<file path="src/rtl/irq_ctrl_pkg.sv">
// Shared definitions for the interrupt controller: register offsets, bus FSM states and
// byte-strobe helpers.
package irq_ctrl_pkg;

    typedef logic [2:0] reg_idx_t;

    localparam reg_idx_t IRQ_ENA  = 3'd0;
    localparam reg_idx_t IRQ_PEND = 3'd1;
    localparam reg_idx_t IRQ_TYPE = 3'd2;
    localparam reg_idx_t IRQ_POL  = 3'd3;
    localparam reg_idx_t IRQ_STAT = 3'd4;
    localparam reg_idx_t IRQ_RAW  = 3'd5;

    typedef enum logic [0:0] {
        StIdle,
        StResp
    } bus_state_e;

    // Expand 4 byte strobes into a 32-bit bit mask.
    function automatic logic [31:0] strb_mask(input logic [3:0] strb);
        logic [31:0] mask;
        mask = '0;
        for (int b = 0; b < 4; b++) begin
            mask[8*b +: 8] = {8{strb[b]}};
        end
        return mask;
    endfunction

    function automatic logic [31:0] apply_strb(input logic [31:0] old_val,
                                               input logic [31:0] wdata,
                                               input logic [3:0]  strb);
        logic [31:0] mask;
        mask = strb_mask(strb);
        return (old_val & ~mask) | (wdata & mask);
    endfunction

endpackage

</file>
<file path="src/rtl/irq_ctrl_line.sv">
// One interrupt line: input capture (2-flop synchroniser when IRQ_CTRL_SYNC_EN is defined),
// polarity, edge detect and the pending bit.
module irq_ctrl_line
    import irq_ctrl_pkg::*;
(
    input  logic clk_i,
    input  logic rst_n_i,
    input  logic raw_i,
    input  logic type_i,   // 1 = edge, 0 = level
    input  logic pol_i,    // 1 = active-low / falling edge
    input  logic clr_i,    // W1C request, edge mode only
    output logic act_o,
    output logic pend_o
);

    logic in_q;
    logic act;
    logic act_d_q;
    logic set;
    logic pend_q;
    logic pend_d;

`ifdef IRQ_CTRL_SYNC_EN
    logic sync_q;

    always_ff @(posedge clk_i or negedge rst_n_i) begin
        if (!rst_n_i) begin
            sync_q <= 1'b0;
            in_q   <= 1'b0;
        end else begin
            sync_q <= raw_i;
            in_q   <= sync_q;
        end
    end
`else
    always_ff @(posedge clk_i or negedge rst_n_i) begin
        if (!rst_n_i) begin
            in_q <= 1'b0;
        end else begin
            in_q <= raw_i;
        end
    end
`endif

    assign act = in_q ^ pol_i;
    assign set = act & ~act_d_q;

    // A fresh edge beats a simultaneous clear so no event is lost.
    always_comb begin
        pend_d = pend_q;
        if (type_i) begin
            pend_d = set | (pend_q & ~clr_i);
        end else begin
            pend_d = act;
        end
    end

    always_ff @(posedge clk_i or negedge rst_n_i) begin
        if (!rst_n_i) begin
            act_d_q <= 1'b0;
            pend_q  <= 1'b0;
        end else begin
            act_d_q <= act;
            pend_q  <= pend_d;
        end
    end

    assign act_o  = act;
    assign pend_o = pend_q;

endmodule

</file>
<file path="src/rtl/irq_ctrl.sv">
// Interrupt controller top: nmi slave decode, register file, per-line conditioning and the
// registered irq vector. Define IRQ_CTRL_SYNC_EN for asynchronous sources (adds one clk latency).
module irq_ctrl
    import irq_ctrl_pkg::*;
#(
    parameter int unsigned IRQ_NUM = 32,
    parameter logic [31:0] ENA_RST = 32'h0
) (
    input  logic        clk_i,
    input  logic        rst_n_i,
    input  logic [31:0] irq_raw_i,
    input  logic        nmi_valid_i,
    input  logic [31:0] nmi_addr_i,
    input  logic [31:0] nmi_wdata_i,
    input  logic [3:0]  nmi_wstrb_i,
    output logic [31:0] nmi_rdata_o,
    output logic        nmi_ready_o,
    output logic [31:0] irq_o
);

    localparam logic [31:0] IRQ_MASK =
        (IRQ_NUM >= 32) ? 32'hFFFF_FFFF : ((32'd1 << IRQ_NUM) - 32'd1);

    bus_state_e  state_q, state_d;
    logic [31:0] enable_q, enable_d;
    logic [31:0] type_q, type_d;
    logic [31:0] pol_q, pol_d;
    logic [31:0] rdata_q, rdata_d;
    logic [31:0] irq_q, irq_d;
    logic [31:0] pend_clr;
    logic [31:0] pend;
    logic [31:0] act;
    logic [31:0] rd_val;
    logic        accept;
    logic        wr_en;
    reg_idx_t    idx;
    logic        unused_addr;

    assign unused_addr = ^{nmi_addr_i[31:5], nmi_addr_i[1:0]};

    assign idx    = nmi_addr_i[4:2];
    assign accept = (state_q == StIdle) && nmi_valid_i;
    assign wr_en  = accept && (nmi_wstrb_i != 4'b0000);

    always_comb begin
        state_d = state_q;
        unique case (state_q)
            StIdle: if (nmi_valid_i) state_d = StResp;
            StResp: state_d = StIdle;
            default: state_d = StIdle;
        endcase
    end

    always_comb begin
        enable_d = enable_q;
        type_d   = type_q;
        pol_d    = pol_q;
        pend_clr = '0;
        if (wr_en) begin
            case (idx)
                IRQ_ENA:  enable_d = apply_strb(enable_q, nmi_wdata_i, nmi_wstrb_i) & IRQ_MASK;
                IRQ_PEND: pend_clr = nmi_wdata_i & strb_mask(nmi_wstrb_i) & IRQ_MASK;
                IRQ_TYPE: type_d   = apply_strb(type_q, nmi_wdata_i, nmi_wstrb_i) & IRQ_MASK;
                IRQ_POL:  pol_d    = apply_strb(pol_q, nmi_wdata_i, nmi_wstrb_i) & IRQ_MASK;
                default:  ;
            endcase
        end
    end

    // Read value is captured at accept, so it reflects the state before any same-cycle write.
    always_comb begin
        rd_val = '0;
        case (idx)
            IRQ_ENA:  rd_val = enable_q;
            IRQ_PEND: rd_val = pend;
            IRQ_TYPE: rd_val = type_q;
            IRQ_POL:  rd_val = pol_q;
            IRQ_STAT: rd_val = pend & enable_q;
            IRQ_RAW:  rd_val = act;
            default:  rd_val = '0;
        endcase
        rdata_d = accept ? rd_val : '0;
        irq_d   = pend & enable_q;
    end

    always_ff @(posedge clk_i or negedge rst_n_i) begin
        if (!rst_n_i) begin
            state_q  <= StIdle;
            enable_q <= ENA_RST & IRQ_MASK;
            type_q   <= '0;
            pol_q    <= '0;
            rdata_q  <= '0;
            irq_q    <= '0;
        end else begin
            state_q  <= state_d;
            enable_q <= enable_d;
            type_q   <= type_d;
            pol_q    <= pol_d;
            rdata_q  <= rdata_d;
            irq_q    <= irq_d;
        end
    end

    for (genvar g = 0; g < 32; g++) begin : g_lines
        if (g < int'(IRQ_NUM)) begin : g_line
            irq_ctrl_line u_line (
                .clk_i   (clk_i),
                .rst_n_i (rst_n_i),
                .raw_i   (irq_raw_i[g]),
                .type_i  (type_q[g]),
                .pol_i   (pol_q[g]),
                .clr_i   (pend_clr[g]),
                .act_o   (act[g]),
                .pend_o  (pend[g])
            );
        end else begin : g_tie
            logic unused_raw;
            assign unused_raw = irq_raw_i[g];
            assign act[g]     = 1'b0;
            assign pend[g]    = 1'b0;
        end
    end

    assign nmi_ready_o = (state_q == StResp);
    assign nmi_rdata_o = rdata_q;
    assign irq_o       = irq_q;

endmodule

</file>
<file path="config.mk">
export PLATFORM = sky130hd
export DESIGN_NAME = irq_ctrl
export DESIGN_NICKNAME = d
export VERILOG_FILES = /design/src/rtl/irq_ctrl_pkg.sv /design/src/rtl/irq_ctrl_line.sv /design/src/rtl/irq_ctrl.sv
export SDC_FILE = /design/constraint.sdc
export NUM_CORES = 1
export LEC_CHECK = 0
export ABC_AREA = 1
export BUFFER_PORTS_ARGS = -buffer_cell sky130_fd_sc_hd__buf_2
export CAP_MARGIN = 40
export CORE_ASPECT_RATIO = 1.75
export CORE_MARGIN = 5
export CORE_UTILIZATION = 55
export CTS_BUF_LIST = sky130_fd_sc_hd__clkbuf_8
export CTS_CLUSTER_DIAMETER = 150
export DETAILED_ROUTE_END_ITERATION = 7
export PLACE_DENSITY = 0.77
export SETUP_SLACK_MARGIN = 0.05
export SYNTH_ARGS = -nofsm -noshare
export SYNTH_HDL_FRONTEND = slang
export SYNTH_SLANG_ARGS = --single-unit
</file>
<file path="constraint.sdc">
create_clock -name clk_i -period 1.5 [get_ports clk_i]
set_clock_uncertainty 0.05 [all_clocks]
set_input_delay 0.45 -clock clk_i [delete_from_list [all_inputs] [get_ports clk_i]]
set_output_delay 0.45 -clock clk_i [all_outputs]
set_load 0.03 [all_outputs]
</file>
==> results.sh <==
export IMPL_firstDrtPassIters=5
export IMPL_grt_max_degree=59
export IMPL_die_x_microns=119
export IMPL_critPathKind="reg -> out"
export IMPL_cts_root_buf="clkbuf_8"
export IMPL_seq_area_frac_synth=0.567
export IMPL_clockBufferDepth=3
export IMPL_worstSetupStartpoint="nmi_rdata_o[5]"
export IMPL_async_reset_ff_frac=1.00
export IMPL_drtIter0Drc=853
export IMPL_fmax_ghz=0.613
export IMPL_hp_start="nmi_wdata_i[30]"
export IMPL_clock_sinks=257
export IMPL_synth_common_cells="nand2_1, dfrtp_1, nand3_1, inv_1, nor2_1"
export IMPL_hold_class="in -> reg"
export IMPL_synth_top_cell_area_share=0.567
export IMPL_area_growth_pct=34.6
export IMPL_crit_path_start_kind="register"
export IMPL_place_ws_ps=-359
export IMPL_finalCritPeriodShare=1.09
export IMPL_crit_slowest_cell="dfrtp_1"
export IMPL_setup_slack_ps=-130
export IMPL_place_inst=1815
export IMPL_r2r_start="nmi_ready_o"
export IMPL_nets=1754
export IMPL_dieHeight_microns=200
export IMPL_clockPowerShare=0.302
export IMPL_cp_data_required_time_ps=1000
export IMPL_cp_buffers_inverters=1
export IMPL_slew_viol_final=0
export IMPL_swShare=0.328
export IMPL_finalHoldViolCount=0
export IMPL_synth_nets=1520
export IMPL_cts_buffers=39
export IMPL_grt_overflow_total=0
export IMPL_drive_above_1_share=0.249
export IMPL_die_area_sq_mm=0.0237
export IMPL_num_vias=10800
export IMPL_via_per_inst=5.60
export IMPL_clkLatencyLatePin_ps=560
export IMPL_grtUsageMet3=0.0476
export IMPL_violations="setup timing"
export IMPL_place_gp_congestion=0.913
export IMPL_synthFlopType="dfrtp_1"
export IMPL_crit_family="flip-flops"
export IMPL_syn_area_per_cell_sq_um=8.01
export IMPL_cpPeakStageDelay_ps=420
export IMPL_crit_chain="buf_6"
export IMPL_p_leak_nw=8.15
export IMPL_synthCells=1417
export IMPL_routedWlPerCell_microns=17.8
export IMPL_antenna_found_initial=5
export IMPL_internal_power_mw=12.8
export IMPL_p_switching_mw=6.24
export IMPL_core_sq_mm=0.0203
export IMPL_drc=0
export IMPL_ys_warn_count=0
export IMPL_r2r_setup_slack_ps=0
export IMPL_grt_usage=0.279
export IMPL_h_tree_depth=2
export IMPL_outcome="finished, violations left"
export IMPL_p_total_mw=19.0
export IMPL_gr_max_usage_layer="met2"
export IMPL_peakVddDrop_mv=1.00
export IMPL_setup_viol=67
export IMPL_worstPathArrival_ps=1130
export IMPL_drt_total_wl_microns=34200
export IMPL_yosysTopAreaCell="dfrtp_1"
export IMPL_cts_reportedPaths_clkPinSlew_ps=70
export IMPL_grt_pass1_vias=11000
export IMPL_buffer_ports_inserted=138
export IMPL_end_kind="output pin"
export IMPL_synth_edff_count=0
export IMPL_drtAntennaViolNets=0
export IMPL_relSlewSlack=0.659
export IMPL_cap_viol_max_count=0
export IMPL_critPathMaxFanout=1
export IMPL_fillers=1359
export IMPL_seq_power_share=0.487
export IMPL_comb_power_share=0.211
export IMPL_yosys_top_cells_area="dfrtp_1, nand2_1, nand3_1"
export IMPL_pwr_density_cell_mw_per_mm2=1250
export IMPL_finalNonFillerCells=1928
export IMPL_io_pins=168
export IMPL_grt_use_met2=0.492
export IMPL_worst_slew_pin_slew_ps=512
export IMPL_rows=69
export IMPL_period_needed_ps=1630
export IMPL_ys_ff_latch=257
export IMPL_rsz0062_at_grt="true"
export IMPL_final_core_util=0.753
export IMPL_gr_usage_met1=0.318
export IMPL_yosysUniqueCellTypes=16
export IMPL_start_util=0.559
export IMPL_hpwlAfterDp_microns=21300
export IMPL_yosysMostFrequentCell="nand2_1"
export IMPL_cts_tree="done"
export IMPL_grt_pass1_wl_microns=53600
export IMPL_syn_area_sq_mm=0.0113
==> power by group through the flow <==
stage / combinational, mW / sequential, mW / clock [mW]
floorplan: 1.81 / 9.41 / 0
global placement: 3.24 / 9.17 / 0
detailed placement: 3.38 / 9.22 / 0
CTS: 3.75 / 9.17 / 5.80
global route: 4.46 / 9.42 / 6.13
finish: 4.02 / 9.27 / 5.75
==> layout make-up <==
type,instances,area [sq um],share of cell area
Antenna cell,4,10.0,0.000656
Multi-Input combinational cell,941,4690,0.307
Tap cell,248,310,0.0203
Inverter,156,588,0.0385
Clock buffer,51,702,0.0460
Clock inverter,15,60.1,0.00393
Timing Repair Buffer,256,2480,0.162
Sequential cell,257,6430,0.421
==> placed cells by master (no fill, tap or decap), types with 2 or more instances in the layout <==
cell and instances:
buf_8 5, inv_1 163, clkbuf_16 2, buf_6 75, o21ai_0 29, nor2_4 4
nand2_1 481, nor2_2 5, nor2_1 83, nand2_8 9, dlygate4sd3_1 33, nand4_1 78
buf_12 24, buf_2 72, inv_2 4, nand2_4 17, dfrtp_1 256, diode_2 4
buf_4 45, clkinv_2 3, nand2_2 51, clkbuf_8 51, nand3_2 47, nand3_1 136
==> routing by layer <==
layer / vias to the layer above / wire length [microns] / part of all wire
li1: 4942 / - / -
met1: 5135 / 12000 / 0.35
met2: 547 / 17400 / 0.51
met3: 173 / 2660 / 0.078
met4: 2 / 2080 / 0.061
met5: - / 12 / 0.00035
==> path summary, 6_finish.rpt <==
path | endpoint | cells after the start
min reg2reg | g_lines[13].g_line.u_line.pend_o | 3
min in group asynchronous | nmi_rdata_o[3] | 2
max reg2reg | register | 10
max | nmi_rdata_o[5] | 1
max in group asynchronous | g_lines[25].g_line.u_line.in_q | 3
min | register | 3
==> stage by stage <==
stage	hold WS, ps	area (sq um)	setup TNS, ps
after floorplan	104	11300	0
after global placement	278	12900	-29510
after detailed placement	276	12900	-32560
after CTS	105	14500	-5290
after global routing	110	15300	-7880
final	113	15300	-4340
==> cells by family after synthesis <==
group | share of synthesized area
flip-flops | 0.567
buffers and inverters | 0.0763
AO/OA/AOI/OAI | 0.0128
AND/OR/NAND/NOR | 0.344
==> what timing repair did <==
item	4_1_cts	5_1_grt
pin swaps	6	64
gates resized for setup	164	160
setup buffers	7	2
endpoints found under the hold margin	87	0
cloned	0	2
endpoints found under the setup margin	193	174
hold buffers	33	0
Power figures use the tool's default switching activity.
